[config.mk]
export PLATFORM = sky130hd
export DESIGN_NAME = led_pwm_register_io
export DESIGN_NICKNAME = d
export VERILOG_FILES = /design/src/rtl/led_pwm_register_io.sv
export SDC_FILE = /design/constraint.sdc
export NUM_CORES = 1
export LEC_CHECK = 0
export ABC_AREA = 1
export BUFFER_PORTS_ARGS = -buffer_cell sky130_fd_sc_hd__buf_2
export CORE_MARGIN = 5
export CORE_UTILIZATION = 54
export CTS_CLUSTER_SIZE = 20
export DETAILED_ROUTE_END_ITERATION = 8
export PLACE_DENSITY = 0.88
export SETUP_SLACK_MARGIN = 0.05
export SYNTH_ARGS = -nofsm -noshare
export SYNTH_HDL_FRONTEND = slang
export SYNTH_SLANG_ARGS = --single-unit
[constraint.sdc]
create_clock -name CLK -period 3.35 [get_ports CLK]
set_input_delay 0.335 -clock CLK [delete_from_list [all_inputs] [get_ports CLK]]
set_output_delay 0.335 -clock CLK [all_outputs]
set_load 0.01 [all_outputs]
[src/rtl/led_pwm_register_io.sv]
// Multi-channel PWM LED peripheral behind a word-indexed register file.
// One prescaler and one period counter are shared; duty values are double-buffered into shadows.
module led_pwm_register_io #(
  parameter int DATA_WIDTH    = 32,
  parameter int CHANNELS      = 8,
  parameter int PWM_BITS      = 8,
  parameter int PRESCALE_BITS = 16,
  localparam int ADDR_WIDTH   = $clog2(CHANNELS + 3) + 1
) (
  input  logic                  CLK,
  input  logic                  RESETn,
  input  logic [ADDR_WIDTH-1:0] WADDR,
  input  logic [DATA_WIDTH-1:0] WDATA,
  input  logic                  WVALID,
  output logic                  WERROR,
  input  logic [ADDR_WIDTH-1:0] RADDR,
  output logic [DATA_WIDTH-1:0] RDATA,
  input  logic                  RVALID,
  output logic                  RERROR,
  output logic [CHANNELS-1:0]   led_gpio,
  output logic                  PERIOD_TICK
);

  localparam logic [ADDR_WIDTH-1:0] CTRL_IDX     = '0;
  localparam logic [ADDR_WIDTH-1:0] PRESCALE_IDX = ADDR_WIDTH'(1);
  localparam logic [ADDR_WIDTH-1:0] STATUS_IDX   = ADDR_WIDTH'(CHANNELS + 2);
  localparam logic [PWM_BITS-1:0]   CNT_LAST     = PWM_BITS'((1 << PWM_BITS) - 2);

  logic                     en_reg;
  logic                     inv_reg;
  logic [PRESCALE_BITS-1:0] prescale_reg;
  logic [PRESCALE_BITS-1:0] pre_cnt_reg;
  logic [PWM_BITS-1:0]      pwm_cnt_reg;
  logic [PWM_BITS-1:0]      duty_reg   [CHANNELS];
  logic [PWM_BITS-1:0]      shadow_reg [CHANNELS];
  logic [DATA_WIDTH-1:0]    rdata_reg;
  logic [DATA_WIDTH-1:0]    rd_word;
  logic [CHANNELS-1:0]      led_reg;
  logic [CHANNELS-1:0]      led_next;
  logic [CHANNELS-1:0]      duty_wr;
  logic                     tick_reg;
  logic                     wr_ok;
  logic                     rd_ok;
  logic                     step;
  logic                     wrap;
  logic                     unused_wdata;

  assign WERROR = RESETn & WVALID & (WADDR >= STATUS_IDX);
  assign RERROR = RESETn & RVALID & (RADDR > STATUS_IDX);
  assign wr_ok  = WVALID & ~WERROR;
  assign rd_ok  = RVALID & ~RERROR;
  assign unused_wdata = ^WDATA;

  // >= rather than == so a PRESCALE lowered below the running count steps at once
  assign step = en_reg & (pre_cnt_reg >= prescale_reg);
  assign wrap = step & (pwm_cnt_reg == CNT_LAST);

  generate
    for (genvar gi = 0; gi < CHANNELS; gi++) begin : g_chan
      assign duty_wr[gi]  = wr_ok & (WADDR == ADDR_WIDTH'(gi + 2));
      assign led_next[gi] = (en_reg & (pwm_cnt_reg < shadow_reg[gi])) ^ inv_reg;
    end
  endgenerate

  always_comb begin
    rd_word = '0;
    if (RADDR == CTRL_IDX) begin
      rd_word[1:0] = {inv_reg, en_reg};
    end else if (RADDR == PRESCALE_IDX) begin
      rd_word[PRESCALE_BITS-1:0] = prescale_reg;
    end else if (RADDR == STATUS_IDX) begin
      rd_word[PWM_BITS+CHANNELS-1:0] = {led_reg, pwm_cnt_reg};
    end else begin
      for (int i = 0; i < CHANNELS; i++) begin
        if (RADDR == ADDR_WIDTH'(i + 2)) rd_word[PWM_BITS-1:0] = duty_reg[i];
      end
    end
  end

  always_ff @(posedge CLK) begin
    if (!RESETn) begin
      en_reg       <= 1'b0;
      inv_reg      <= 1'b0;
      prescale_reg <= '0;
      pre_cnt_reg  <= '0;
      pwm_cnt_reg  <= '0;
      rdata_reg    <= '0;
      led_reg      <= '0;
      tick_reg     <= 1'b0;
      for (int i = 0; i < CHANNELS; i++) begin
        duty_reg[i]   <= '0;
        shadow_reg[i] <= '0;
      end
    end else begin
      tick_reg <= 1'b0;
      if (!en_reg) begin
        pre_cnt_reg <= '0;
        pwm_cnt_reg <= '0;
      end else if (step) begin
        pre_cnt_reg <= '0;
        if (wrap) begin
          pwm_cnt_reg <= '0;
          tick_reg    <= 1'b1;
        end else begin
          pwm_cnt_reg <= pwm_cnt_reg + 1'b1;
        end
      end else begin
        pre_cnt_reg <= pre_cnt_reg + 1'b1;
      end

      // shadows take the pre-write duty, so a write on the wrap edge lands next period
      for (int i = 0; i < CHANNELS; i++) begin
        if (!en_reg || wrap) shadow_reg[i] <= duty_reg[i];
        if (duty_wr[i]) duty_reg[i] <= WDATA[PWM_BITS-1:0];
      end

      if (wr_ok && WADDR == CTRL_IDX) {inv_reg, en_reg} <= WDATA[1:0];
      if (wr_ok && WADDR == PRESCALE_IDX) prescale_reg <= WDATA[PRESCALE_BITS-1:0];
      if (rd_ok) rdata_reg <= rd_word;
      led_reg <= led_next;
    end
  end

  assign RDATA       = rdata_reg;
  assign led_gpio    = led_reg;
  assign PERIOD_TICK = tick_reg;

endmodule

==> results.cfg <==
[power_and_ir_drop]
p_int_mw = 3.824
power_frac_comb_pct = 7.2
peakVddDrop_mv = 0.3516
swShare_pct = 24.17
clkPwrFrac_pct = 38.7
powerDensity_nw_per_um2 = 439.6
p_sw_mw = 1.219
power_frac_seq_pct = 54.1
leakage_nw = 5.143

[detailed_routing]
drt-pass1-iter-count = 7
wl_per_cell_um = 15.70
drt_wl_total_um = 23820
dr_total_vias = 8092
viasPerCell = 5.334
dr.first_iter.drc_count = 762
drc_errors = 0
ant_nets = 0

[cts]
clock_latency_ps = 430
post_cts_resize_count = 0
cts_buffers = 17
tritoncts = yes
clockRootBuffer = clkbuf_16
postCtsHoldBufs = 0
clkSlewWorstSetupHoldPaths_ps = 70
clock-sinks = 195
post_cts_buffers = 0
clk_path_buf_depth = 2
htree_levels = 4

[worst_setup_path]
crit_top_cell = nand3_1
cp_slowest_cell = dfxtp_1
crit_type = reg -> reg
critPathMaxStageDelay_ps = 340
cp-start-kind = flip-flop
path_cells = inv_1 -> ha_1 -> nand2_1 -> inv_1 -> nand3_1 -> nor3_1 -> nand2_1 -> nand3_1 -> buf_4 -> nand3_1 -> nand2_2 -> buf_12
cp_max_fo = 66
crit_required_ps = 3450
cp.arrival_ps = 2590
cp-end-kind = flip-flop
r2r_cells = 12

[layout]
area_growth_pct = 10.32
nNetsFinal = 1365
drive_above_1_share_pct = 11.14
diodes = 0

[global_routing]
grt_pass1_wl_um = 38180
antenna_found_initial = 0
grt_usage_pct = 21.95
first_global_vias = 7539
overflow = 0
grt_max_degree = 67

[timing]
max_freq_mhz = 401.2
setup_tns_ps = 0
finalSetupViolCount = 0
holdWs_ps = 174.8
slew_headroom_pct = 22.13
fin_crit_ps = 2493
rsz0062_at_grt = false
finalHoldViolCount = 0
worst_pin_slew_ps = 1156
slew_violations = 0
timing.final.crit_share_pct = 74.41
clock_skew_ps = 10.77
setup_ws_ps = 857.4

[floorplanning]
die-area_um2 = 22130
std_cell_rows = 50
start_util_pct = 55.22
ioPinCount = 89
die_h_um = 148.8
coreArea_um2 = 18830
die_w_um = 148.8

[synthesis]
synthDistinctLibCells = 43
yosysWarnings = 0
ys_seq_area_share_pct = 49.87
ys_seq_elements = 195
synthCells = 1192
synth_edf_count = 128
async_reset_ff_share_pct = 0
synthTopCellsByArea = edfxtp_1 (37%), dfxtp_1 (13%), ha_1 (9.0%)
synth_ff_type = edfxtp_1
synth_common_cells = inv_1 (218), nand2_1 (215), edfxtp_1 (128)
synth_top_area_share_pct = 36.97
synth.cell_area_um2 = 10400
synth.avg_cell_area_um2 = 8.723
yosysMostFrequentCell = inv_1
netlist.top_cell.by_area = edfxtp_1

[place]
dpl.hpwl_um = 17850
gp_congestion = 0.9343
port_buffers = 56
place_ws_ps = 912.8

[flow_run]
maxCapViolCount = 0

[worst_hold_path]
worstHoldPathType = in -> reg
hold_depth = 3

[outcome]
outcome = finished, final reports clean
-- critical path, delay by kind of cell (launching register included) --
| family | cells | cell delay [ps] |
|---|---|---|
| adder cells (fa/ha/maj) | 1 | 290 |
| buffers and inverters | 4 | 620 |
| flip-flops | 1 | 340 |
| AND/OR/NAND/NOR | 7 | 850 |
-- worst paths after layout --
check / start / to / slack, ps
worst max-delay path: prescale_reg[15]$_SDFFE_PN0P_ / shadow_reg[1][29]$_SDFFCE_PN0P_ / 860
worst min-delay path: WDATA[12] / prescale_reg[12]$_SDFFE_PN0P_ / 170
worst max register to register: prescale_reg[15]$_SDFFE_PN0P_ / shadow_reg[1][29]$_SDFFCE_PN0P_ / 860
worst min register to register: RDATA[4]$_SDFFE_PN0P_ / RDATA[4]$_SDFFE_PN0P_ / 470
-- power by group through the flow --
stage,Combinational [mW],Sequential (mW),Clock (mW)
after CTS,0.362,2.72,1.96
after floorplan,0.260,2.75,0
after global routing,0.413,2.73,2.07
after detailed placement,0.355,2.78,0
final,0.364,2.73,1.95
after global placement,0.338,2.78,0
-- cell usage in the layout (no fill, tap or decap), types with 4 or more instances in the layout --
cell,n
nor2_1,107
inv_6,5
nand2_1,214
nor3_1,44
buf_2,56
ha_1,75
nand3_1,29
nor2_2,6
clkbuf_16,18
edfxtp_1,128
inv_1,217
buf_4,11
xor2_1,10
o21ai_0,48
o2111ai_1,8
clkinv_1,5
inv_2,4
a21oi_1,100
conb_1,16
nand4_1,35
nor3_2,14
dfxtp_1,67
-- cell families after synthesis --
kind of cell               count (synthesis)  synth area share (%)
AOI/OAI and AO/OA                        163                 8.315
adders and majority gates                 75                 9.025
and+or+nand+nor                          468                 20.70
DFF                                      195                 49.87
buffers and inverters                    278                 11.05
xor gates and xnor gates                  12                 1.011
other                                      1               0.03607
-- layer usage --
metal | vias up | track usage (%) | share of wire, %
met2 | 315 | 34.39 | 45
met3 | 65 | 3.160 | 7.1
li1 | 3969 | - | -
met4 | 0 | 10.66 | 4.7
met1 | 3743 | 30.16 | 43
met5 | - | 0 | 0
-- cell type report --
type,count,area [um2]
flip-flops and latches,195,5185
well taps,260,325.3
clock buffers,19,464.2
fillers,1482,7360
inverters,227,854.6
clock inverters,13,108.9
repair buffers,69,402.9
multi-input cells,734,4130
-- through the flow --
| stage | instances | utilization (%) | cell area, um2 | power, mW |
|---|---|---|---|---|
| after floorplan | 1207 | - | 10450 | 3.013 |
| after global placement | 1485 | 57.87 | 10900 | 3.114 |
| after detailed placement | 1485 | 57.87 | 10900 | 3.133 |
| after CTS | 1517 | 60.92 | 11470 | 5.050 |
| after global routing | 1517 | 60.92 | 11470 | 5.219 |
| final | 1517 | 60.92 | 11470 | 5.043 |
No activity file was read; power rests on OpenSTA's default activity.
